File: config.mk
export PLATFORM = sky130hd
export DESIGN_NAME = oam_dma
export DESIGN_NICKNAME = d
export VERILOG_FILES = /design/src/rtl/oam_dma.sv
export SDC_FILE = /design/constraint.sdc
export NUM_CORES = 1
export LEC_CHECK = 0
export ABC_AREA = 1
export BUFFER_PORTS_ARGS = -buffer_cell sky130_fd_sc_hd__buf_4
export CAP_MARGIN = 40
export CORE_ASPECT_RATIO = 1.4
export CORE_UTILIZATION = 47
export DETAILED_ROUTE_END_ITERATION = 12
export PLACE_DENSITY = 0.8
export SLEW_MARGIN = 5
export SYNTH_ARGS = -nofsm -noshare
export SYNTH_HDL_FRONTEND = slang
export SYNTH_SLANG_ARGS = --single-unit
File: constraint.sdc
create_clock -name clk -period 1.6 [get_ports clk]
set_input_delay 0.32 -clock clk [delete_from_list [all_inputs] [get_ports clk]]
set_output_delay 0.32 -clock clk [all_outputs]
set_load 0.02 [all_outputs]
File: src/rtl/oam_dma.sv
// OAM DMA engine: snoops CPU writes to the trigger register and copies LEN bytes
// from {src,8'h00} (echo-mapped) into OAM at DEST_BASE with one READ/WRITE pair per byte.
module oam_dma #(
    parameter logic [15:0] REG_ADDR  = 16'hFF46,
    parameter logic [15:0] DEST_BASE = 16'hFE00,
    parameter int unsigned LEN       = 'hA0
) (
    input  logic        clk,
    input  logic        reset,
    input  logic [15:0] cpu_addr,
    input  logic [7:0]  cpu_data_write,
    input  logic        cpu_do_write,
    output logic [7:0]  reg_data_read,
    output logic        reg_data_active,
    output logic        dma_active,
    output logic [15:0] dma_addr,
    output logic [7:0]  dma_data_write,
    output logic        dma_do_write,
    input  logic [7:0]  dma_data_read,
    input  logic        dma_data_valid
);

    localparam logic [7:0] LAST_IDX = 8'(LEN - 1);

    typedef enum logic [1:0] {
        IDLE,
        START,
        READ,
        WRITE
    } state_e;

    state_e     state_q, state_d;
    logic [7:0] src_q, src_d;
    logic [7:0] idx_q, idx_d;
    logic [7:0] data_q, data_d;
    logic [7:0] src_mapped;
    logic       reg_hit;
    logic       trigger;

    assign reg_hit         = (cpu_addr == REG_ADDR);
    assign trigger         = cpu_do_write & reg_hit;
    assign reg_data_active = ~cpu_do_write & reg_hit;
    assign reg_data_read   = src_q;

    // Sources E0-FF alias the echo region, so they fetch from C0-DF instead.
    always_comb begin
        if (src_q >= 8'hE0) begin
            src_mapped = src_q - 8'h20;
        end else begin
            src_mapped = src_q;
        end
    end

    always_ff @(posedge clk or negedge reset) begin
        if (!reset) begin
            state_q <= IDLE;
            src_q   <= '0;
            idx_q   <= '0;
            data_q  <= '0;
        end else begin
            state_q <= state_d;
            src_q   <= src_d;
            idx_q   <= idx_d;
            data_q  <= data_d;
        end
    end

    always_comb begin
        state_d        = state_q;
        src_d          = src_q;
        idx_d          = idx_q;
        data_d         = data_q;
        dma_active     = 1'b0;
        dma_addr       = '0;
        dma_data_write = '0;
        dma_do_write   = 1'b0;

        case (state_q)
            IDLE: begin
            end
            START: begin
                dma_active = 1'b1;
                state_d    = READ;
            end
            READ: begin
                dma_active = 1'b1;
                dma_addr   = {src_mapped, idx_q};
                data_d     = dma_data_valid ? dma_data_read : 8'hFF;
                state_d    = WRITE;
            end
            WRITE: begin
                dma_active     = 1'b1;
                dma_addr       = DEST_BASE + {8'h00, idx_q};
                dma_data_write = data_q;
                dma_do_write   = 1'b1;
                if (idx_q == LAST_IDX) begin
                    state_d = IDLE;
                end else begin
                    idx_d   = idx_q + 8'd1;
                    state_d = READ;
                end
            end
            default: state_d = IDLE;
        endcase

        // A retrigger overrides completion; the current cycle's outputs are unaffected.
        if (trigger) begin
            src_d   = cpu_data_write;
            idx_d   = '0;
            state_d = START;
        end
    end

endmodule

* Word level (Yosys, flattened, before mapping) *
Cells that the tools add are included.

storage, ports and cells
  bits of input ports = 36
  logic and storage cells = 33
  output and inout bits = 35
  flip-flop bits (word level) = 26

operators by class
  bitwise gates (word level) = 3
  add/subtract/negate cells = 3
  $lt $le $gt $ge = 1
  eq/ne operators = 6
  reductions and logical operators = 4
  multiplexer cells = 12

operator list
  operator               count
  $mux 8                 6
  $pmux 16 s2            1
  $eq 16x16->1 const B   1
  $add 10x9->11 const A  1
  $add 8x1->8 const B    1
  $eq 8x8->1 const B     1
  $ge 8x8->1 const B     1
  $sub 8x6->8 const B    1
  $pmux 2 s3             1
  $eq 2x2->1 const B     2
  $mux 2                 2
  $reduce_bool 4->1      1
  $reduce_or 3->1        1
  $and 1x1->1            2
  $eq 2x1->1 const B     1
  $mux 1                 2
  $ne 2x2->1 const B     1
  $reduce_and 2->1       1
  $reduce_bool 2->1      1
  $not 1->1              1

* Depth between registers and ports, before layout *
Gate-level depths: netlist of run 1.

  depth after elaboration = 4
  gate-level depth with buffers = 8
  depth with buffers taken out = 8

* Worst setup path before layout of run 1 *
OpenSTA, ideal clock, no wires.

  kind = register to output
  from = register src_q[5], in the netlist reg_data_read[5]
  to = output port dma_addr[14]
  required time = 1.280 ns
  setup slack = -0.169 ns
  stages on the path, launching flop included = 6
  buffers on the path = 0
  arrival = 1.449 ns
  path through = dfrtp_1 inv_1 ha_1 nand2_1 o21ai_0 o21ai_0

on the way
  word-level cells in the longest chain between the ends = 3

ends and longest elaborated chain
  what                                              line    RTL
  from (decl)                                       33      logic [7:0] src_q, src_d;
  from (signal assigned)                            62      src_q <= src_d;
  $sub 8x6->8 / $ge 8x8->1 (equally long branches)  48, 47
  $mux 8 *                                          47      if (src_q >= 8'hE0) begin
  $pmux 16 s2 *                                     78      case (state_q)
  to (decl)                                         16      output logic [15:0] dma_addr,

Every way passes the cells marked *; elsewhere a longest branch is shown, timed or not.

* Worst setup path after layout of run 1 *
  from = register state_q[0]
  to = output port dma_addr[11]

on the way
  word-level cells in the longest chain between the ends = 2

ends and longest elaborated chain
  what                    line  RTL
  from (decl)             32    state_e state_q, state_d;
  from (signal assigned)  61    state_q <= state_d;
  $eq 2x2->1              78
  $pmux 16 s2 *           78

Marks and branches as above.

==> impl_results.md, run 1 <==
- Setup violators final: 24
- Synthesized area per cell: 7.238 um^2
- Worst slew margin relative to its limit: 76.92%
- CP max stage cell: dfrtp_1
- Setup TNS: -2.466 ns
- Clk pin slew, worst setup/hold paths: 0.10 ns
- Minimum clock period: 1.762 ns
- Layout cell share with drive strength beyond 1: 43.79%
- Clock buffer depth: 2
- Pwr Density: 1812 nW/um^2
- Worst hold path class: in -> reg
- CTS HTree Levels: 1
- Crit path max-delay family: flip-flops
- Initial antenna violation count: 0
- # clock sinks: 26
- Seq/Total Area, Yosys: 40.31%
- Sequential Area: 651.9 um^2
- Vias in the first global route: 1671
- Dpl hpwl: 2999 um
- Core Area: 3183 um^2
- Post-Synth XOR/XNOR Area: 0%
- Synth-to-layout area growth: 56.05%
- R2R Path Start: state_q[0]
- Mux contribution to synthesized area: 0%
- Max_cap viols: 0
- Crit-path max FO: 8
- Crit Path Class: reg -> out
- Die W: 51.53 um
- Most common cell on crit path: nand2_1
- Worst setup EP type: output pin
- CP Buf/Inv Count: 3
- Die height: 71.34 um
- DR iter-0 viols: 65
- RSZ-0062 raised after global routing: yes
- All-Layer GR Usage: 24.82%
- Startpoint types: flip-flop
- Inserted Diodes: 0
- Routability cong.: 0.7911
- Clk_lat worst skew: 0.28 ns
- Pre-CTS WS: 0.09236 ns
- Post-Synth Simple-Gate Area: 28.91%
- Worst Tran Pin Value: 0.3462 ns
- Hold Crit Start: dma_data_read[4]
- FP Rows: 24
- Slew Limit Fails: 0
- Vias: 1746
- Number of fill cells: 230
- CTS root buf: clkbuf_8
- Synthesized area: 1614 um^2
- Critical Path RT: 1.28 ns
- Mapped Cells: 223
- Most frequent cells in the layout: buf_4, nand2_1, inv_1
- Post-place instance area: 2206 um^2
- Lkg Pwr: 1.363 nW
- EDFF count, synth: 0
- Max Fclk: 567.4 MHz
- TritonCTS buffer count: 3
- GRT overflow: 0
- Status: complete, but fails checks
- Post-synth ARST share: 100.0%
- Buffers on Ports: 70
- DRC violations left: 0
- Routed Antenna Nets: 0
- Synth Area in Adders: 3.876%
- Wirelength per Cell: 13.48 um
- Nets: 348
- Arr. time, crit path: 1.44 ns
- #FFs+latches synth: 26
- FF-to-FF setup slack: 0.13 ns
- Vias/cell: 5.061
- Hold slack final: 0.2517 ns
- Netlist cell types: 27
- Top FF cell, synth: dfrtp_1
- Largest family of logic cells by synthesized area: simple AND/OR/NAND/NOR gates
- Synthesized net count: 264
- Initial core utilization: 50.71%
- Post-layout worst setup margin: -0.1624 ns
- DRT Pass-1 Iters: 4
- Most common cell after layout, fill and taps aside: buf_4
- Final Hold Viols: 0
- Footprint of the multi-input gates: 853.3 um^2
- Top Ports: 71
- First-pass GRT wire length: 6941 um
- Synth Warn #: 0
- VDD IR-drop max: 1346 uV
- Final Cell Area: 2519 um^2
- Final Cycle Share: 110.1%
- CP peak stage delay: 0.44 ns
- Skew final: 0.005828 ns
- CP cell instances: inv_2 > ha_4 > buf_8 > nand2_1 > nand2_1 > buf_6
- Pin count of the biggest net entering global routing: 27
- Compound-Gate Fraction of Synth Area: 14.11%
- CTS tree: built
- Overall Power: 4.564 mW
- Final wirelength: 4649 um
- Worst Setup SP: state_q[0]
- Die area: 3676 um^2
- Failing checks: negative setup slack
per-stage QoR:
step                std cells  util [%]
floorplan                 223         -
global placement          333     69.30
detailed placement        333     69.30
CTS                       341     75.00
global route              345     79.13
finish                    345     79.13
synthesized netlist by cell type (3+ instances only):
library cell  count  share of area (%)
nand2_1          56                 13
inv_1            45                 10
nor2_1           30                7.0
dfrtp_1          26                 40
o21ai_0          11                3.4
nand3_1           8                2.5
o22a_1            8                4.3
a21oi_1           5                1.6
ha_1              5                3.9
o21ai_2           5                2.7
buf_2             3               0.93
nand4_1           3                1.2
state kept, by name (all words and copies together) (netlist names):
register / count
state_q: 2
reg_data_read: 8
idx_q: 8
data_q: 8
power breakdown:
part / switching, mW / leakage (nW) / internal [mW]
registers: 0.175 / 0.294 / 0.872
logic: 1.61 / 1.03 / 1.34
clock network: 0.231 / 0.0357 / 0.335
cells by family (layout without fill, tap and decap cells):
group | after synthesis | in the layout
AND/OR/NAND/NOR | 107 | 107
buffers and inverters | 52 | 135
AO/OA/AOI/OAI | 33 | 33
flip-flops | 26 | 26
adder cells (fa/ha/maj) | 5 | 5
layer usage:
layer | wire length [um] | up-vias | track usage [%]
li1 | - | 851 | -
met1 | 1782 | 838 | 26.02
met2 | 2624 | 48 | 47.62
met3 | 144 | 9 | 3.609
met4 | 97 | 0 | 9.610
met5 | 0 | - | 0
area by class of cell:
type | instances | share of cell area [%]
clock buffer | 3 | 1.639
clock inverter | 1 | 1.192
inverter | 47 | 7.054
multi-input combinational | 145 | 33.88
sequential | 26 | 25.88
tap | 39 | 1.937
timing repair buffer | 84 | 28.42
final timing paths:
kind                           endpoint  cells past startpoint
setup / recovery           dma_addr[11]                      6
hold / removal                data_q[4]                      2
setup reg to reg              data_q[0]                      6
hold reg to reg               data_q[6]                      1
max in group asynchronous    state_q[1]                      2
min in group asynchronous      idx_q[2]                      2
timing repair:
item / 4_1_cts / 5_1_grt
pin swaps: 3 / 4
hold endpoints to repair: 26 / 0
cloned: 0 / 0
setup endpoints to repair: 24 / 26
hold buffers: 1 / 0
resized for setup: 28 / 33
setup buffers: 3 / 5
Power figures use the tool's default switching activity.
==> inputs of run 2 (changes only) <==
Settings changed: GPL_TIMING_DRIVEN set to 0, PLACE_DENSITY 0.8 to 0.89.
==> run 2 against run 1 <==
Net effect:
- clock power down 2%
- first-iteration DRC count rose by 18%
- cell count increased by 1.4%
- fmax decreased by 1.7%
- clock skew fell by 0.0019 ns
- the flow still finishes with violations (negative setup slack)
- utilization grew 0.31 points
- sequential power about the same
- combinational power increased by 3%
- via count increased by 5.7%
- non-clock buffer count up 5
==> impl_results.md, run 2 (same netlist as run 1, synthesis figures left out) <==
- Status: complete, but fails checks
- Failing checks: negative setup slack
- DRC violations left: 0 (unchanged)
- All-Layer GR Usage: 29.54% (+4.7 points)
- Logic pwr share: 65.8% (+1.2 points)
- Worst setup EP type: output pin
- Highest metal used: met4
- Final Cell Area: 2529 um^2 (+0.40%)
- Lkg Pwr: 1.398 nW (+2.5%)
- CP cell instances: ha_4 > buf_8 > nor2_4 > nor2_1 > buf_4
- Switching power: 2.093 mW (+3.8%)
- Clk pin slew, worst setup/hold paths: 0.10 ns (about the same)
- Final Cycle Share: 112.0% (+1.9 points)
- Pwr Density: 1834 nW/um^2 (+1.2%)
- Inserted Diodes: 0 (unchanged)
- Worst slew margin relative to its limit: 77.67% (+0.75 points)
- Post-place instance area: 2191 um^2 (-0.68%)
- Hold Crit Start: dma_data_read[3]
- Die area: 3676 um^2 (unchanged)
- Net Sw Frac: 45.12% (+0.97 points)
- DRT Pass-1 Iters: 4 (unchanged)
- Max Fclk: 558.0 MHz (-1.7%)
- Layout cell share with drive strength beyond 1: 42.12% (-1.7 points)
- Clk_lat worst skew: 0.27 ns (about the same)
- Die height: 71.34 um (unchanged)
- DR iter-0 viols: 77 (+18%)
- CP peak stage delay: 0.44 ns (about the same)
- Final Hold Viols: 0 (unchanged)
- Worst Setup SP: state_q[0]
- Initial core utilization: 50.71% (unchanged)
- R2R Path Start: idx_q[0]
- Crit path max-delay family: flip-flops
- Wl on met1: 1889 um (+6.0%)
- CTS HTree Levels: 1 (unchanged)
- Wirelength per Cell: 15.46 um (+15%)
- Sequential power share: 22.3% (-0.6 points)
- Dpl hpwl: 3082 um (+2.8%)
- Internal: 2.546 mW (-0.14%)
- Post-layout worst setup margin: -0.1923 ns (-0.02990 ns)
- Synth-to-layout area growth: 56.67%
- Clock buffer depth: 2 (unchanged)
- RSZ-0062 raised after global routing: yes
- Arr. time, crit path: 1.47 ns (+0.03 ns)
- Core Area: 3183 um^2 (unchanged)
- Setup violators final: 26 (+8.3%)
- Hold slack final: 0.2700 ns (+0.01833 ns)
- Critical Path RT: 1.28 ns (about the same)
- Pin count of the biggest net entering global routing: 27 (unchanged)
- Top Ports: 71 (unchanged)
- Slew Limit Fails: 0 (unchanged)
- TritonCTS buffer count: 3 (unchanged)
- Crit-path max FO: 8 (unchanged)
- Minimum clock period: 1.792 ns (+0.02990 ns)
- Die W: 51.53 um (unchanged)
- Worst Tran Pin Value: 0.3349 ns (-0.01131 ns)
- Skew final: 0.003964 ns (-0.001864 ns)
- CTS tree: built
- CP max stage cell: dfrtp_1
- Crit Path Class: reg -> out
- Routability cong.: 0.7683 (-2.9%)
- WL met2: 3122 um (+19%)
- Worst hold path class: in -> reg
- Startpoint types: flip-flop
- Buffers on Ports: 70 (unchanged)
- Max_cap viols: 0 (unchanged)
- Vias/cell: 5.271 (+4.2%)
- Routed Antenna Nets: 0 (unchanged)
- First-pass GRT wire length: 8217 um (+18%)
- Most frequent cells in the layout: buf_4, nand2_1, inv_1
- Initial antenna violation count: 0 (unchanged)
- Final wirelength: 5412 um (+16%)
- FP Rows: 24 (unchanged)
- Vias in the first global route: 1822 (+9.0%)
- DR WL met3: 233 um (+62%)
- VDD IR-drop max: 1294 uV (-3.8%)
- CTS root buf: clkbuf_8
- Most common cell after layout, fill and taps aside: buf_4
- CP Buf/Inv Count: 2 (-1)
- Vias: 1845 (+5.7%)
- Clock network fraction of total power: 11.9% (-0.5 points)
- GRT overflow: 0 (unchanged)
- Nets: 353 (+1.4%)
- # clock sinks: 26 (unchanged)
-- run 2: changes by cell type in the layout (fill, tap and decap cells not counted), moves of 2 or more --
cell,previous run,this run
nor2_1,26,29
nor2_2,3,1
o21ai_2,6,8
o21ai_0,6,4
inv_2,11,6
buf_6,18,14
inv_1,35,39
buf_4,63,73
-- run 2: power groups by stage --
stage,Sequential (mW),Clock [mW],Combinational (mW)
after floorplan,0.991,0,1.45
after global placement,1.02,0,2.23
after detailed placement,1.03,0,2.28
after CTS,1.01,0.549,2.76
after global routing,1.06,0.570,3.22
final,1.04,0.553,3.05
-- run 2: per-stage QoR --
stage	power (mW)	setup TNS, ns	setup WS [ns]	cells	utilization [%]
after floorplan	2.446	-0.1422	-0.02108	223	-
after global placement	3.249	-3.575	-0.2822	332	68.83
after global routing	4.847	-4.911	-0.2507	350	79.44
after detailed placement	3.307	-3.845	-0.2649	332	68.83
after CTS	4.327	-2.932	-0.1553	348	77.36
final	4.639	-4.036	-0.1923	350	79.44
-- run 2: metal layers --
metal / up-vias / global-route usage [%]
li1: 862 / -
met1: 893 / 31.41
met2: 74 / 56.71
met3: 16 / 3.185
met4: 0 / 12.01
met5: - / 0
-- run 2: path summary, 6_finish.rpt --
check | end | slack, ns | cells after the start
worst max register to register | idx_q[3] | 0.08 | 8
worst max-delay path | dma_addr[1] | -0.19 | 5
min in group asynchronous | idx_q[4] | 0.49 | 2
worst min register to register | data_q[3] | 0.51 | 1
worst min-delay path | data_q[3] | 0.27 | 2
max in group asynchronous | data_q[7] | 0.86 | 2
-- run 2: layout make-up --
| type | count | area [um^2] |
|---|---|---|
| plain buffers | 4 | 48.80 |
| clock buffers | 3 | 41.29 |
| clock inverters | 1 | 30.03 |
| fillers | 204 | 654.4 |
| inverters | 47 | 183.9 |
| multi-input cells | 145 | 843.3 |
| flip-flops and latches | 26 | 650.6 |
| well taps | 39 | 48.80 |
| repair buffers | 85 | 681.9 |
-- run 2: repair_timing --
action,CTS,global route
endpoints found under the setup margin,24,28
hold buffers,1,0
gates resized for setup,37,15
pin swaps,6,4
endpoints found under the hold margin,26,0
buffers inserted,12,3
==> inputs of run 3 (changes only) <==
Clock period 1.6 ns to 1.7 ns, I/O delays scaled along.
==> run 3 against run 2 <==
Net effect:
- the flow still finishes with violations (negative setup slack)
- sequential share of layout area increased by 0.74 points
- critical path depth unchanged
- clock power decreased by 4.5%
- global-route usage decreased by 2.3 points
- hold slack improved by 0.012 ns
- cell count decreased by 0.86%
- sequential power decreased by 7%
- register-to-register slack improved by 0.06 ns
- count of clock-buffer cells in the layout unchanged
- critical endpoint is now dma_addr[15]
- largest power group unchanged
- highest routed layer unchanged
==> impl_results.md, run 3 (same netlist as run 1, synthesis figures left out) <==
- Core Area: 3183 um^2 (unchanged)
- Dpl hpwl: 3186 um (+3.3%)
- DRT Pass-1 Iters: 4 (unchanged)
- Vias: 1838 (-0.38%)
- Die W: 51.53 um (unchanged)
- Clk_lat worst skew: 0.27 ns (about the same)
- Number of fill cells: 238 (+17%)
- Clock buffer depth: 2 (unchanged)
- Final Cell Area: 2462 um^2 (-2.6%)
- Synth-to-layout area growth: 52.56%
- CP max stage cell: dfrtp_2
- Worst hold path class: in -> reg
- Final wirelength: 5127 um (-5.3%)
- Crit path max-delay family: flip-flops
- Post-layout worst setup margin: -0.1655 ns (+0.02681 ns)
- CTS root buf: clkbuf_8
- # clock sinks: 26 (unchanged)
- Failing checks: negative setup slack
- Pwr Density: 1706 nW/um^2 (-7.0%)
- Minimum clock period: 1.865 ns
- Routability cong.: 0.7614 (-0.90%)
- Worst setup EP type: output pin
- Nets: 350 (-0.85%)
- FF-to-FF setup slack: 0.14 ns (+0.06 ns)
- Endpoint of the lowest-slack register-to-register path: idx_q[3]
- TritonCTS buffer count: 3 (unchanged)
- Buffers on Ports: 70 (unchanged)
- Crit Path Class: reg -> out
- Wirelength per Cell: 14.78 um (-4.4%)
- Critical Path RT: 1.36 ns (+0.08 ns)
- CP Buf/Inv Count: 3 (+1)
- Final Hold Viols: 0 (unchanged)
- Overall Power: 4.201 mW (-9.4%)
- Top Ports: 71 (unchanged)
- Clk pin slew, worst setup/hold paths: 0.10 ns (about the same)
- Max_cap viols: 0 (unchanged)
- Vias in the first global route: 1671 (-8.3%)
- CTS tree: built
- Worst slew margin relative to its limit: 76.87% (-0.81 points)
- R2R cell count: 8 (unchanged)
- Hold depth: 2 (unchanged)
- Die area: 3676 um^2 (unchanged)
- CTS HTree Levels: 1 (unchanged)
- Layout cell share with drive strength beyond 1: 37.99% (-4.1 points)
- Status: complete, but fails checks
- DRC violations left: 0 (unchanged)
- CP cell instances: inv_2 > ha_4 > clkinvlp_4 > o21ai_2 > buf_6
- Lkg Pwr: 1.368 nW (-2.1%)
- Die height: 71.34 um (unchanged)
- Startpoint types: flip-flop
- Initial antenna violation count: 0 (unchanged)
- Vias/cell: 5.297 (+0.48%)
- Setup TNS: -2.080 ns (+1.956 ns)
- Placed instance count: 332 (unchanged)
- Final Cycle Share: 109.7%
- Hold Crit Start: dma_data_read[6]
- GRT overflow: 0 (unchanged)
- Hold Path End: data_q[6]
- Setup violators final: 24 (-7.7%)
- All-Layer GR Usage: 27.22% (-2.3 points)
- Inserted Diodes: 0 (unchanged)
- Arr. time, crit path: 1.53 ns (+0.06 ns)
- Most common cell after layout, fill and taps aside: buf_4
- Worst Tran Pin Value: 0.3470 ns (+0.01211 ns)
- Max Fclk: 536.1 MHz
- Slew Limit Fails: 0 (unchanged)
- CP peak stage delay: 0.45 ns (about the same)
- Hold slack final: 0.2816 ns (+0.01165 ns)
- FP Rows: 24 (unchanged)
- VDD IR-drop max: 1418 uV (+9.5%)
- Non-filler cells, final: 347 (-0.86%)
- Most frequent cells in the layout: buf_4, nand2_1, inv_1
- Skew final: 0.001308 ns (-0.002656 ns)
- Initial core utilization: 50.71% (unchanged)
- Routed Antenna Nets: 0 (unchanged)
- Post-place instance area: 2188 um^2 (-0.11%)
- Crit-path max FO: 5 (-3)
- RSZ-0062 raised after global routing: yes
- DR iter-0 viols: 75 (-2.6%)
- Pin count of the biggest net entering global routing: 27 (unchanged)
- First-pass GRT wire length: 7555 um (-8.1%)
- R2R Path Start: idx_q[0]
[run 3: changes by cell type in the layout (fill, tap and decap cells not counted), sizes merged]
cell	previous run	this run
buf	88	85
clkinv	1	0
clkinvlp	0	1
[run 3: worst max path at each step]
stage                          start           end  slack, ns  cells past startpoint
after floorplan           state_q[0]  dma_addr[13]      -0.03                      5
after global placement    state_q[0]   dma_addr[6]      -0.21                      6
after detailed placement  state_q[0]   dma_addr[6]      -0.22                      6
after CTS                 state_q[1]   dma_addr[9]      -0.09                      6
after global routing      state_q[0]  dma_addr[15]      -0.23                      5
final                     state_q[0]  dma_addr[15]      -0.17                      5
[run 3: what timing repair did]
item	4_1_cts	5_1_grt
endpoints found under the hold margin	26	0
setup buffers	5	7
hold buffers	1	0
pin swaps	6	7
setup endpoints to repair	24	24
resized for setup	18	15
[run 3: power by group]
| part | switching, mW | leakage [nW] | internal, mW |
|---|---|---|---|
| sequential | 0.150 | 0.294 | 0.821 |
| combinational | 1.53 | 1.04 | 1.18 |
| clock | 0.213 | 0.0357 | 0.315 |
[run 3: stage by stage]
stage                     util, %  worst slack [ns]
after floorplan                 -          -0.02773
after global placement      68.75           -0.2052
after detailed placement    68.75           -0.2247
after CTS                   74.21          -0.08543
after global routing        77.36           -0.2312
final                       77.36           -0.1655
[run 3: cell type report]
cell class / count / area [um^2] / share of cell area, %
clock inverters: 1 / 30.03 / 1.220
flip-flops and latches: 26 / 651.9 / 26.47
repair buffers: 83 / 656.9 / 26.68
multi-input cells: 145 / 812.0 / 32.98
well taps: 39 / 48.80 / 1.982
plain buffers: 3 / 33.78 / 1.372
inverters: 47 / 187.7 / 7.622
clock buffers: 3 / 41.29 / 1.677
[run 3: worst register-to-register path: cells and delay by family (launching register included)]
kind	cells	cell delay [ns]
AND/OR/NAND/NOR	6	0.67
flip-flops	1	0.42
adder cells (fa/ha/maj)	1	0.23
AO/OA/AOI/OAI	1	0.19
[run 3: routing by layer]
layer	vias to the layer above	GRT usage [%]	wire length (um)
met5	-	0	0
met4	0	9.910	167
met3	20	3.397	286
met2	98	49.49	2903
met1	863	31.82	1769
li1	857	-	-
